### src/rtl/ctrl_pkg.sv
// Shared constants for the multicycle MIPS-subset control path:
// state encoding, opcode/funct values, ALU ops and PC source selects.
package ctrl_pkg;

  localparam int ALU_OP_W = 4;
  localparam int STATE_W  = 4;

  typedef enum logic [STATE_W-1:0] {
    FETCH  = 4'd0,
    DECODE = 4'd1,
    EXEC_R = 4'd2,
    WB_R   = 4'd3,
    EXEC_I = 4'd4,
    WB_I   = 4'd5,
    ADDR   = 4'd6,
    MEM_RD = 4'd7,
    MEM_WR = 4'd8,
    WB_MEM = 4'd9,
    BRANCH = 4'd10,
    JUMP   = 4'd11,
    TRAP   = 4'd12
  } state_t;

  localparam logic [5:0] OP_RTYPE = 6'b000000;
  localparam logic [5:0] OP_ORI   = 6'b001101;
  localparam logic [5:0] OP_LUI   = 6'b001111;
  localparam logic [5:0] OP_LW    = 6'b100011;
  localparam logic [5:0] OP_SW    = 6'b101011;
  localparam logic [5:0] OP_BEQ   = 6'b000100;
  localparam logic [5:0] OP_J     = 6'b000010;

  localparam logic [5:0] FN_ADD = 6'b100000;
  localparam logic [5:0] FN_SUB = 6'b100010;
  localparam logic [5:0] FN_NOP = 6'b000000;

  localparam logic [ALU_OP_W-1:0] ALU_ADD = 4'b0000;
  localparam logic [ALU_OP_W-1:0] ALU_SUB = 4'b0001;
  localparam logic [ALU_OP_W-1:0] ALU_OR  = 4'b1001;
  localparam logic [ALU_OP_W-1:0] ALU_LUI = 4'b1010;

  localparam logic [1:0] PC_SRC_INC = 2'b00;
  localparam logic [1:0] PC_SRC_BR  = 2'b01;
  localparam logic [1:0] PC_SRC_JMP = 2'b10;

  // NOP (R-type, funct 0) retires straight from DECODE back to FETCH.
  function automatic state_t decode_next(
    input logic [5:0] op,
    input logic [5:0] fn
  );
    state_t s;
    s = TRAP;
    case (op)
      OP_RTYPE: begin
        if (fn == FN_ADD || fn == FN_SUB) s = EXEC_R;
        else if (fn == FN_NOP)            s = FETCH;
        else                              s = TRAP;
      end
      OP_ORI, OP_LUI: s = EXEC_I;
      OP_LW, OP_SW:   s = ADDR;
      OP_BEQ:         s = BRANCH;
      OP_J:           s = JUMP;
      default:        s = TRAP;
    endcase
    return s;
  endfunction

endpackage

### src/rtl/multicycle_ctrl_if.sv
// Unified instruction/data memory request/ready handshake.
// The controller drives requests; memory answers with mem_ready.
interface multicycle_ctrl_if;
  logic mem_read;
  logic mem_write;
  logic iord;
  logic mem_ready;

  modport master (
    output mem_read,
    output mem_write,
    output iord,
    input  mem_ready
  );

  modport slave (
    input  mem_read,
    input  mem_write,
    input  iord,
    output mem_ready
  );
endinterface

### src/rtl/alu_op_decode.sv
// ALU operation select from state, opcode and funct.
// Shared with the single-cycle control path.
module alu_op_decode
  import ctrl_pkg::*;
(
  input  state_t              i_state,
  input  logic [5:0]          i_opcode,
  input  logic [5:0]          i_funct,
  output logic [ALU_OP_W-1:0] o_alu_op
);

  always_comb begin
    o_alu_op = ALU_ADD;
    unique case (1'b1)
      (i_state == EXEC_R || i_state == WB_R):
        o_alu_op = (i_funct == FN_SUB) ? ALU_SUB : ALU_ADD;
      (i_state == EXEC_I || i_state == WB_I):
        o_alu_op = (i_opcode == OP_LUI) ? ALU_LUI : ALU_OR;
      (i_state == BRANCH):
        o_alu_op = ALU_SUB;
      default: o_alu_op = ALU_ADD;
    endcase
  end

endmodule

### src/rtl/multicycle_ctrl.sv
// Multicycle sequencer: time-shares one ALU and one memory port
// across fetch/decode/execute/memory/writeback; traps on bad encodings.
module multicycle_ctrl
  import ctrl_pkg::*;
(
  input  logic                clk,
  input  logic                rst,
  multicycle_ctrl_if.master   mem,
  input  logic [5:0]          opcode,
  input  logic [5:0]          funct,
  input  logic                zero,
  output logic                ir_write,
  output logic                pc_write,
  output logic [1:0]          pc_src,
  output logic                reg_write,
  output logic                reg_dst,
  output logic                mem_to_reg,
  output logic                alu_src,
  output logic [ALU_OP_W-1:0] alu_op,
  output logic                retire,
  output logic                illegal,
  output logic [STATE_W-1:0]  dbg_state
);

  state_t              r_state;
  state_t              w_next;
  logic [ALU_OP_W-1:0] w_alu_op;
  logic                w_mem_read;
  logic                w_mem_write;
  logic                w_iord;

  always_ff @(posedge clk) begin
    if (rst) r_state <= FETCH;
    else     r_state <= w_next;
  end

  alu_op_decode u_alu_dec (
    .i_state  (r_state),
    .i_opcode (opcode),
    .i_funct  (funct),
    .o_alu_op (w_alu_op)
  );

  always_comb begin
    w_next      = r_state;
    w_mem_read  = 1'b0;
    w_mem_write = 1'b0;
    w_iord      = 1'b0;
    ir_write    = 1'b0;
    pc_write    = 1'b0;
    pc_src      = PC_SRC_INC;
    reg_write   = 1'b0;
    reg_dst     = 1'b0;
    mem_to_reg  = 1'b0;
    alu_src     = 1'b0;
    alu_op      = w_alu_op;
    retire      = 1'b0;
    illegal     = 1'b0;
    dbg_state   = r_state;
    unique case (r_state)
      FETCH: begin
        w_mem_read = 1'b1;
        if (mem.mem_ready) begin
          ir_write = 1'b1;
          pc_write = 1'b1;
          w_next   = DECODE;
        end
      end
      DECODE: begin
        w_next = decode_next(opcode, funct);
        retire = (opcode == OP_RTYPE) && (funct == FN_NOP);
      end
      EXEC_R: w_next = WB_R;
      WB_R: begin
        reg_write = 1'b1;
        reg_dst   = 1'b1;
        retire    = 1'b1;
        w_next    = FETCH;
      end
      EXEC_I: begin
        alu_src = 1'b1;
        w_next  = WB_I;
      end
      WB_I: begin
        reg_write = 1'b1;
        alu_src   = 1'b1;
        retire    = 1'b1;
        w_next    = FETCH;
      end
      ADDR: begin
        alu_src = 1'b1;
        w_next  = (opcode == OP_SW) ? MEM_WR : MEM_RD;
      end
      MEM_RD: begin
        w_mem_read = 1'b1;
        w_iord     = 1'b1;
        if (mem.mem_ready) w_next = WB_MEM;
      end
      WB_MEM: begin
        reg_write  = 1'b1;
        mem_to_reg = 1'b1;
        retire     = 1'b1;
        w_next     = FETCH;
      end
      MEM_WR: begin
        w_mem_write = 1'b1;
        w_iord      = 1'b1;
        if (mem.mem_ready) begin
          retire = 1'b1;
          w_next = FETCH;
        end
      end
      BRANCH: begin
        pc_src   = PC_SRC_BR;
        pc_write = zero;
        retire   = 1'b1;
        w_next   = FETCH;
      end
      JUMP: begin
        pc_src   = PC_SRC_JMP;
        pc_write = 1'b1;
        retire   = 1'b1;
        w_next   = FETCH;
      end
      TRAP: illegal = 1'b1;
      default: w_next = TRAP;
    endcase
    // Reset overrides everything, abandoning any outstanding access.
    if (rst) begin
      w_mem_read  = 1'b0;
      w_mem_write = 1'b0;
      w_iord      = 1'b0;
      ir_write    = 1'b0;
      pc_write    = 1'b0;
      pc_src      = 2'b00;
      reg_write   = 1'b0;
      reg_dst     = 1'b0;
      mem_to_reg  = 1'b0;
      alu_src     = 1'b0;
      alu_op      = '0;
      retire      = 1'b0;
      illegal     = 1'b0;
      dbg_state   = '0;
    end
  end

  assign mem.mem_read  = w_mem_read;
  assign mem.mem_write = w_mem_write;
  assign mem.iord      = w_iord;

endmodule

### src/flat_wrapper.sv
// flat-port wrapper written by rule: the top's interface ports become plain ports
module multicycle_ctrl_flat import ctrl_pkg::*;
  (clk, rst, opcode, funct, zero, ir_write, pc_write, pc_src, reg_write, reg_dst, mem_to_reg, alu_src, alu_op, retire, illegal, dbg_state, mem_mem_read, mem_mem_write, mem_iord, mem_mem_ready);
  multicycle_ctrl_if mem_i ();
  input  logic clk;
  input  logic rst;
  input  logic [5:0] opcode;
  input  logic [5:0] funct;
  input  logic zero;
  output logic ir_write;
  output logic pc_write;
  output logic [1:0] pc_src;
  output logic reg_write;
  output logic reg_dst;
  output logic mem_to_reg;
  output logic alu_src;
  output logic [ALU_OP_W-1:0] alu_op;
  output logic retire;
  output logic illegal;
  output logic [STATE_W-1:0] dbg_state;
  output wire logic [$bits(mem_i.mem_read)-1:0] mem_mem_read;
  output wire logic [$bits(mem_i.mem_write)-1:0] mem_mem_write;
  output wire logic [$bits(mem_i.iord)-1:0] mem_iord;
  input wire logic [$bits(mem_i.mem_ready)-1:0] mem_mem_ready;
  assign mem_mem_read = mem_i.mem_read;
  assign mem_mem_write = mem_i.mem_write;
  assign mem_iord = mem_i.iord;
  assign mem_i.mem_ready = mem_mem_ready;
  multicycle_ctrl u_core (.clk(clk), .rst(rst), .mem(mem_i), .opcode(opcode), .funct(funct), .zero(zero), .ir_write(ir_write), .pc_write(pc_write), .pc_src(pc_src), .reg_write(reg_write), .reg_dst(reg_dst), .mem_to_reg(mem_to_reg), .alu_src(alu_src), .alu_op(alu_op), .retire(retire), .illegal(illegal), .dbg_state(dbg_state));
endmodule
### config.mk
export PLATFORM = sky130hd
export DESIGN_NAME = multicycle_ctrl_flat
export DESIGN_NICKNAME = d
export VERILOG_FILES = /design/src/rtl/ctrl_pkg.sv /design/src/rtl/multicycle_ctrl_if.sv /design/src/rtl/alu_op_decode.sv /design/src/rtl/multicycle_ctrl.sv /design/src/flat_wrapper.sv
export SDC_FILE = /design/constraint.sdc
export NUM_CORES = 1
export LEC_CHECK = 0
export ABC_AREA = 1
export CAP_MARGIN = 20
export CELL_PAD_IN_SITES_DETAIL_PLACEMENT = 1
export CELL_PAD_IN_SITES_GLOBAL_PLACEMENT = 2
export CORE_UTILIZATION = 18
export CTS_CLUSTER_DIAMETER = 150
export DETAILED_ROUTE_END_ITERATION = 10
export PLACE_DENSITY = 0.84
export SLEW_MARGIN = 20
export SYNTH_ARGS = -nofsm -noshare
export SYNTH_HDL_FRONTEND = slang
export SYNTH_SLANG_ARGS = --single-unit
export TNS_END_PERCENT = 30
### constraint.sdc
create_clock -name clk -period 2.75 [get_ports clk]
set_input_delay 0.4125 -clock clk [delete_from_list [all_inputs] [get_ports clk]]
set_output_delay 0.4125 -clock clk [all_outputs]
set_load 0.01 [all_outputs]
# Word level (Yosys, flattened, before mapping)
# Index checks and enable logic that the tools add are counted.
dict set report classes {
  n_reduce_logical 15
  bitwise_logic 1
  n_eq_ne 23
  muxes 38
}
# op count
set op_table {}
lappend op_table {{4-bit one-hot mux with 9 select lines} 1}
lappend op_table {{4-bit 2-to-1 mux} 8}
lappend op_table {{6-bit == test (second input constant)} 4}
lappend op_table {{1-bit 2-to-1 mux} 22}
lappend op_table {{4-bit == test (second input constant)} 5}
lappend op_table {{4-bit one-hot mux with 5 select lines} 1}
lappend op_table {{4-bit by 3-bit == test with 1-bit output (second input constant)} 4}
lappend op_table {{6-bit by 4-bit == test with 1-bit output (second input constant)} 2}
lappend op_table {{6-bit zero test} 2}
lappend op_table {{4-bit one-hot mux with 3 select lines} 1}
lappend op_table {{4-bit by 2-bit == test with 1-bit output (second input constant)} 2}
lappend op_table {{2-bit OR reduction} 4}
lappend op_table {{6-bit by 2-bit == test with 1-bit output (second input constant)} 1}
lappend op_table {{6-bit by 3-bit == test with 1-bit output (second input constant)} 1}
lappend op_table {{2-bit inequality test (second input constant)} 3}
lappend op_table {{1-bit one-hot mux with 3 select lines} 2}
lappend op_table {{3-bit OR reduction} 2}
lappend op_table {{5-bit OR reduction} 1}
lappend op_table {{4-bit by 1-bit == test with 1-bit output (second input constant)} 1}
lappend op_table {{4-bit zero test} 1}
lappend op_table {{2-bit 2-to-1 mux} 2}
lappend op_table {{2-bit one-hot mux with 2 select lines} 1}
lappend op_table {{4-bit AND reduction} 1}
lappend op_table {{1-bit logical OR} 3}
lappend op_table {{other kinds (2)} 2}
dict set report word_totals {
  regBits 4
  wordCells 78
  output_inout_bits 21
  in_bits 16
}

# Longest topological paths before layout
# Gate-level depths: netlist of the first run.
dict set report depth {
  depth_word 5
  depth_mapped 9
}

# Modules after synthesis
# Synthesis of the first run repeated with hierarchy kept, for this count alone.
dict set report hier_totals {
  cells_unflattened 168
  hier_area_um2 802.0
}
# mod area_per_inst_um2 cells_each instances seq_area_each_um2
set by_module_without_submodules {}
lappend by_module_without_submodules {multicycle_ctrl 691.9 143 1 80.1}
lappend by_module_without_submodules {alu_op_decode 110.1 25 1 0.0}

# Least setup slack after synthesis of the first run
# OpenSTA, ideal clock, no wires.
dict set report synth_path {
  path_type {input to output}
  from {in opcode[5]}
  to {out alu_op[1]}
  path_slack_ns 1.172
  cell_stages 5
  t_arrival_ns 1.165
  n_path_buf 0
  t_required_ns 2.338
  cell_sequence {nor2_2 -> nand2_1 -> nor2_1 -> nand2_1 -> nor4_1}
}
dict set report synth_via {
  elab_chain_len 4
}
# element line_no
set synth_rtl {}
lappend synth_rtl {{start: declaration} flat_wrapper.sv:7} ;# input logic [5:0] opcode;
lappend synth_rtl {{6-bit by 4-bit == test with 1-bit output} alu_op_decode.sv:18} ;# o_alu_op = (i_opcode == OP_LUI) ? ALU_LUI : ALU_OR;
lappend synth_rtl {{2-bit 2-to-1 mux} alu_op_decode.sv:18}
lappend synth_rtl {{4-bit one-hot mux with 3 select lines} alu_op_decode.sv:14} ;# unique case (1'b1)
lappend synth_rtl {{4-bit 2-to-1 mux} multicycle_ctrl.sv:129} ;# if (rst) begin
lappend synth_rtl {{end: declaration} flat_wrapper.sv:17} ;# output logic [ALU_OP_W-1:0] alu_op;
# No other way between the ends.

# Final worst setup path of the first run
# Same ends and word-level chain as after synthesis.

==> results.toml, run 1 <==
[status]
outcome = "finished clean"

[timing]
worst_slack_ps = 169
finalSetupViolCount = 0
fin_crit_ps = 2580
hold_viol_final = 0
fmax_mhz = 387
tns_ps = 0
rsz0062_at_grt = "no"
slew_violations = 0
finClkSkew_ps = 0.629
finalCritPeriodShare_pct = 93.9

[synth]
yosysSeqAreaShare_pct = 11.4
yosysWarnings = 0
synth_fp_nets = 160
postSynthAreaPerCell_um2 = 4.88
synth_cell_types = 25
syn_area_um2 = 703
ys_ff_latch = 4
synth_cells = 144

[setup_path]
reg2reg_depth = 8
r2r_slack_ps = 1380
path_class = "in2out"
start_kind = "input port"
r2r-end = "u_core.r_state[2]$_SDFFE_PP0P_"
worst-path-max-fanout = 5
end_kind = "primary output"
crit_start = "opcode[5]"
crit_end = "alu_op[1]"
r2r_start = "u_core.r_state[2]$_SDFFE_PP0P_"
worstPathRequired_ps = 2340
cp.arrival_ps = 2170

[route]
vias = 1001
drt-pass1-iter-count = 4
drc = 0
drtIter0Drc = 27
final_antenna_net_count = 0
routedWlPerCell_um = 11.5
viasPerCell = 4.35
wirelength_mm = 2.65

[finish]
area_growth_pct = 64.8
design_area_mm2 = 0.00116
fin_nets = 200
final_common_cell = "clkdlybuf4s50_1"
top_regs = "u_core.r_state x4"
regMostFlops = "u_core.r_state"
largest_register_ffs = 4
drive_above_1_share_pct = 9.89
layout_common_cells = "clkdlybuf4s50_1, nor2_1, nand2_1"
diodes = 0

[global_route]
grt_max_degree = 12
grt-ovfl-total = 0
grt_use_total_pct = 13.7
antenna_found_initial = 0
grt_pass1_vias = 1022
grt_first_pass_wirelength_mm = 4.48

[placement]
globalplace.congestion = 0.824
dp_hpwl_mm = 2.30
portBuffers = 35
place_worst_setup_slack_ps = 150
place_area_mm2 = 0.00112

[clock_tree]
cts_hold_buf = 0
cts_resized = 0
cts_num_sinks = 4
cts_tree = "built"
cts_root_buf = "clkbuf_8"
clkTransAtPathRegs_ps = 30
post_cts_buffers = 0
clk_latency_ps = 220
numCtsBuffers = 3
clockBufferDepth = 2
h-tree-depth = 1

[run]
cap_violations = 0

[worst_hold_path]
hold_path_class = "reg2reg"
hp-start = "u_core.r_state[3]$_SDFFE_PP0P_"

[power_and_ir_drop]
pwr-share-comb_pct = 67.8
p_clk_share_pct = 16.5
power.internal_mw = 0.392
seq_power_share_pct = 15.7
swShare_pct = 47.8
leakagePower_nw = 0.538
powerDensity_mw_per_mm2 = 648
ir_drop_uv = 253
switchingPower_mw = 0.359

[floorplanning]
core_area_mm2 = 0.00372
die_h_um = 64.5
die_x_um = 64.5
core.rowCount = 22
io_pins = 37
dieArea_mm2 = 0.00416
start_util_pct = 18.9
## per-layer routing
layer | global-route usage, % | vias up | wire (um)
met5 | 0 | - | 0
met3 | 1.41 | 5 | 72
li1 | - | 530 | -
met2 | 23.8 | 19 | 1270
met1 | 17.2 | 447 | 1270
met4 | 5.00 | 0 | 38
## per-stage QoR
stage	power [mW]	utilization, %	instances	hold WS (ps)
global placement	0.623	30.1	227	590
CTS	0.762	31.2	230	621
finish	0.751	31.2	230	613
global route	0.829	31.2	230	649
floorplan	0.407	-	144	551
detailed placement	0.631	30.1	227	613
## cell type report
| type | instances | area, um2 |
|---|---|---|
| fill | 505 | 2560 |
| inverter | 26 | 97.6 |
| tap | 48 | 60.1 |
| clock buffer | 3 | 41.3 |
| multi-input combinational | 112 | 514 |
| timing repair buffer | 37 | 365 |
| sequential | 4 | 80.1 |
## logic make-up (layout without fill, tap and decap cells)
| group | Yosys count | in the layout | share of synthesized area (%) |
|---|---|---|---|
| buffers and inverters | 28 | 66 | 15.5 |
| DFF | 4 | 4 | 11.4 |
| and+or+nand+nor | 92 | 92 | 56.9 |
| AOI/OAI and AO/OA | 19 | 19 | 15.7 |
| other | 1 | 1 | 0.533 |
## how the worst min path moves through the flow
stage / end / cells past startpoint
6_report: u_core.r_state[3]$_SDFFE_PP0P_ / 2
5_1_grt: u_core.r_state[3]$_SDFFE_PP0P_ / 2
4_1_cts: u_core.r_state[3]$_SDFFE_PP0P_ / 2
3_5_place_dp: u_core.r_state[3]$_SDFFE_PP0P_ / 2
3_3_place_gp: u_core.r_state[2]$_SDFFE_PP0P_ / 2
2_1_floorplan: u_core.r_state[2]$_SDFFE_PP0P_ / 2
## cells in the mapped netlist
library cell | number | area share, %
buf_4 | 1 | 1.1
nor3b_1 | 1 | 1.1
nand2_2 | 4 | 3.6
nor2_2 | 5 | 4.4
conb_1 | 1 | 0.53
and3_1 | 1 | 0.89
a21oi_1 | 6 | 4.3
nor3_1 | 4 | 2.8
o21bai_1 | 1 | 1.1
nor2_1 | 32 | 17
o21ai_2 | 1 | 1.2
nand4_1 | 1 | 0.89
dfxtp_1 | 4 | 11
nand2_1 | 30 | 16
a22oi_1 | 1 | 1.1
clkinv_1 | 1 | 0.53
inv_2 | 3 | 1.6
clkbuf_1 | 1 | 0.53
inv_1 | 22 | 12
nor4_1 | 1 | 0.89
o211ai_1 | 1 | 1.1
o21ai_1 | 1 | 0.71
o221ai_1 | 1 | 1.2
nand3_1 | 13 | 9.3
o21ai_0 | 7 | 5.0
## power by group through the flow
| stage | logic [mW] | registers, mW | clock network, mW |
|---|---|---|---|
| floorplan | 0.299 | 0.108 | 0 |
| global placement | 0.505 | 0.118 | 0 |
| detailed placement | 0.513 | 0.119 | 0 |
| CTS | 0.517 | 0.118 | 0.127 |
| global route | 0.573 | 0.123 | 0.132 |
| finish | 0.509 | 0.118 | 0.124 |
## critical path, cell delays in order
cell and delay (ps):
clkdlybuf4s50_1 450, nor2_2 220, nand2_1 90, nor2_1 130
nand2_1 90, nor4_1 180, clkdlybuf4s50_1 590
Power figures use the tool's default switching activity.
==> inputs of run 2 (changes only) <==
- clock period: 2.75 -> 3.3 ns (I/O delays scaled with it)
==> run 2 against run 1 <==
  * Clock-buffer cell count stayed put
  * Sequential cell count stayed put
  * Sequential power is 18% lower
  * Cell count is 0.43% lower
  * Combinational power is 19% lower
  * First-iteration DRC count is 3.7% higher
  * Utilization is 0.20 points lower
  * Total power is 19% lower
  * Hold slack worse by 2.6 ps
  * Largest cell class unchanged
  * Largest power group unchanged
==> results.toml, run 2 (synthesis gave the netlist of run 1 again) <==
[clock_tree]
cts_root_buf = "clkbuf_8"
cts_num_sinks = 4
cts_tree = "built"
cts_hold_buf = 0
numCtsBuffers = 3
clk_latency_ps = 220
clkTransAtPathRegs_ps = 30
post_cts_buffers = 0
clockBufferDepth = 2
cts_resized = 0
h-tree-depth = 1

[finish]
drive_above_1_share_pct = 9.39
n_fill_cell = 505
regArea_um2 = 80.1
multiInputGateArea_um2 = 514
layout_common_cells = "clkdlybuf4s50_1, nor2_1, nand2_1"
fin_nets = 199
diodes = 0
final_common_cell = "clkdlybuf4s50_1"
post-route-util_pct = 31.0
regMostFlops = "u_core.r_state"
top_regs = "u_core.r_state x4"
area_growth_pct = 63.7
largest_register_ffs = 4

[route]
final_antenna_net_count = 0
drt-pass1-iter-count = 3
drtIter0Drc = 28
drc = 0
wirelength_mm = 2.64
viasPerCell = 4.35
routedWlPerCell_um = 11.5
vias = 997

[timing]
rsz0062_at_grt = "no"
finalCritPeriodShare_pct = 83.3
hold_viol_final = 0
slew_violations = 0
fin_crit_ps = 2750
finalSetupViolCount = 0
tns_ps = 0
worst_slack_ps = 552
fmax_mhz = 364
hold-worst-slack_ps = 611
finClkSkew_ps = 2.24

[worst_hold_path]
min_path_cells = 2
hold_path_class = "reg2reg"

[floorplanning]
dieArea_mm2 = 0.00416
io_pins = 37
core.rowCount = 22
die_h_um = 64.5
core_area_mm2 = 0.00372
die_x_um = 64.5
start_util_pct = 18.9

[placement]
globalplace.congestion = 0.826
dp_hpwl_mm = 2.33
portBuffers = 35
place_worst_setup_slack_ps = 518

[global_route]
grt_use_total_pct = 13.6
antenna_found_initial = 0
grt_pass1_vias = 1038
grt-ovfl-total = 0
grt_first_pass_wirelength_mm = 4.45
grt_max_degree = 12

[power_and_ir_drop]
total_power_mw = 0.612
leakagePower_nw = 0.534
powerDensity_mw_per_mm2 = 531
ir_drop_uv = 303

[run]
cap_violations = 0

[setup_path]
end_kind = "primary output"
worst-path-max-fanout = 5
worstPathRequired_ps = 2800
r2r_slack_ps = 1890
start_kind = "input port"
path_class = "in2out"
reg2reg_depth = 6
cp.arrival_ps = 2250

[status]
outcome = "finished clean"
[run 2: cell types whose count changed in the layout (fill, tap and decap cells not counted)]
| cell | delta |
|---|---|
| buf_4 | -1 |
[run 2: metrics by stage]
| step | cells | area, um2 |
|---|---|---|
| after floorplan | 144 | 703 |
| after global placement | 226 | 1110 |
| after detailed placement | 226 | 1110 |
| after CTS | 229 | 1150 |
| after global routing | 229 | 1150 |
| final | 229 | 1150 |
[run 2: final timing paths]
check	start	end
min reg2reg	u_core.r_state[3]$_SDFFE_PP0P_	u_core.r_state[3]$_SDFFE_PP0P_
max reg2reg	u_core.r_state[3]$_SDFFE_PP0P_	u_core.r_state[2]$_SDFFE_PP0P_
min	u_core.r_state[3]$_SDFFE_PP0P_	u_core.r_state[3]$_SDFFE_PP0P_
max	opcode[5]	alu_op[1]
[run 2: routing by layer]
| metal | vias up | share of wire [%] | GRT usage [%] | routed length, um |
|---|---|---|---|---|
| met3 | 2 | 2.7 | 1.94 | 70 |
| met5 | - | 0 | 0 | 0 |
| met4 | 0 | 0.83 | 5.56 | 22 |
| met2 | 18 | 49 | 24.1 | 1280 |
| li1 | 528 | - | - | - |
| met1 | 449 | 48 | 16.3 | 1260 |
[run 2: critical path, stage by stage]
cell	delay, ps
clkdlybuf4s50_1	450
nor2_2	210
nand2_1	70
nor2_1	130
nand2_1	80
nor4_1	210
clkdlybuf4s50_1	590
[run 2: layout make-up]
class | count | area share, %
Multi-Input combinational cell | 112 | 44.7
Timing Repair Buffer | 36 | 31.1
Inverter | 26 | 8.48
Sequential cell | 4 | 6.96
Tap cell | 48 | 5.22
Clock buffer | 3 | 3.59
[run 2: where the power goes]
part	total, mW	internal (mW)	switching (mW)
Combinational	0.411	0.171	0.240
Clock	0.104	0.0778	0.0260
Sequential	0.0968	0.0675	0.0293
Total	0.612	0.317	0.295
==> inputs of run 3 (changes only) <==
- CORE_UTILIZATION: 18 -> 17
- PLACE_DENSITY: 0.84 -> 0.8
- clock period: 3.3 -> 2.55 ns (I/O delays scaled with it)
==> run 3 against run 2 <==
  * Wire length up 7.7%
  * Via count up 4.3%
  * Sequential power up 36%
  * Setup slack worse by 410 ps
  * Largest power group unchanged
  * Critical path type unchanged
  * Highest routed layer unchanged
==> results.toml, run 3 (synthesis gave the netlist of run 1 again) <==
[placement]
portBuffers = 35
globalplace.congestion = 0.845
place_worst_setup_slack_ps = 50.3
dp_hpwl_mm = 2.48
place_area_mm2 = 0.00115
place_inst = 233

[floorplanning]
start_util_pct = 17.7
core_area_mm2 = 0.00397
die_h_um = 66.3
die_x_um = 66.3
io_pins = 37
dieArea_mm2 = 0.00440
core.rowCount = 23

[global_route]
grt_use_total_pct = 13.6
grt_max_degree = 12
grt-ovfl-total = 0
grt_pass1_vias = 1066
antenna_found_initial = 0
grt_first_pass_wirelength_mm = 4.51

[status]
outcome = "finished clean"

[timing]
fmax_mhz = 415
worst_slack_ps = 140
finalSetupViolCount = 0
tns_ps = 0
fin_crit_ps = 2410
finClkSkew_ps = 3.44
slew_violations = 0
hold-worst-slack_ps = 609
rsz0062_at_grt = "no"
hold_viol_final = 0
finalCritPeriodShare_pct = 94.5

[setup_path]
cp.arrival_ps = 2030
crit_start = "opcode[2]"
end_kind = "primary output"
r2r_start = "u_core.r_state[1]$_SDFFE_PP0P_"
start_kind = "input port"
path_class = "in2out"
worst-path-max-fanout = 5
worstPathRequired_ps = 2170

[route]
drc = 0
wirelength_mm = 2.85
viasPerCell = 4.41
vias = 1040
drtIter0Drc = 23
routedWlPerCell_um = 12.1
drt-pass1-iter-count = 4
final_antenna_net_count = 0

[clock_tree]
cts_tree = "built"
h-tree-depth = 1
clockBufferDepth = 2
numCtsBuffers = 3
cts_root_buf = "clkbuf_8"
cts_hold_buf = 0
clkTransAtPathRegs_ps = 30
clk_latency_ps = 220
cts_num_sinks = 4

[worst_hold_path]
hold_path_class = "reg2reg"
hp-start = "u_core.r_state[2]$_SDFFE_PP0P_"

[power_and_ir_drop]
power.internal_mw = 0.428
seq_power_share_pct = 16.0
swShare_pct = 47.9
p_clk_share_pct = 16.2
ir_drop_uv = 338
total_power_mw = 0.821
leakagePower_nw = 0.576
pwr-share-comb_pct = 67.8
switchingPower_mw = 0.393
powerDensity_mw_per_mm2 = 680

[finish]
design_area_mm2 = 0.00121
layout_common_cells = "clkdlybuf4s50_1, nand2_1, nor2_1"
n_fill_cell = 539
multiInputGateArea_um2 = 529
final_common_cell = "clkdlybuf4s50_1"
largest_register_ffs = 4
post-route-util_pct = 30.4
top_regs = "u_core.r_state x4"
fin_nets = 204
area_growth_pct = 71.9
drive_above_1_share_pct = 14.5
regArea_um2 = 80.1
diodes = 0
regMostFlops = "u_core.r_state"
fin_cells = 236

[run]
cap_violations = 0
==> run 3: cell types whose count changed in the layout (fill, tap and decap cells not counted) <==
cell and delta:
buf_4 +5, clkdlybuf4s50_1 -1, dlymetal6s2s_1 +1, nor2_1 -4
nor2_2 +4, nor3_1 -1, nor3_2 +1
==> run 3: layout make-up <==
class	count	area share, %
multi-input combinational	112	43.8
clock buffer	3	3.42
sequential	4	6.63
timing repair buffer	41	32.9
inverter	26	8.07
tap	50	5.18
==> run 3: worst max-delay path: stages <==
cell and delay [ps]:
clkdlybuf4s50_1 500, nor2_2 180, nand3_1 130, nor3_2 170, o21ai_1 90, inv_1 60, clkdlybuf4s50_1 520
==> run 3: path summary, 6_finish.rpt <==
check | to | slack, ps | cells after the start
setup / recovery | retire | 140 | 7
hold / removal | u_core.r_state[2]$_SDFFE_PP0P_ | 610 | 2
setup reg to reg | u_core.r_state[3]$_SDFFE_PP0P_ | 1100 | 8
hold reg to reg | u_core.r_state[2]$_SDFFE_PP0P_ | 610 | 2
==> run 3: power groups by stage <==
stage / clock (mW) / sequential (mW) / combinational [mW]
2_1_floorplan: 0 / 0.116 / 0.322
3_3_place_gp: 0 / 0.127 / 0.547
3_5_place_dp: 0 / 0.128 / 0.557
4_1_cts: 0.137 / 0.127 / 0.558
5_1_grt: 0.144 / 0.133 / 0.625
6_report: 0.133 / 0.132 / 0.557
==> run 3: metal layers <==
layer  global-route usage, %  up-vias  routed length, um
met3                    1.55        6                111
met5                       0        -                  0
met1                    16.0      474               1270
li1                        -      537                  -
met2                    24.1       23               1400
met4                    6.38        0                 59
==> run 3: repair_timing <==
action                                  4_1_cts  5_1_grt
hold endpoints to repair                      0        0
endpoints found under the setup margin        0        2
resized for setup                             0        6
buffers inserted                              0        0
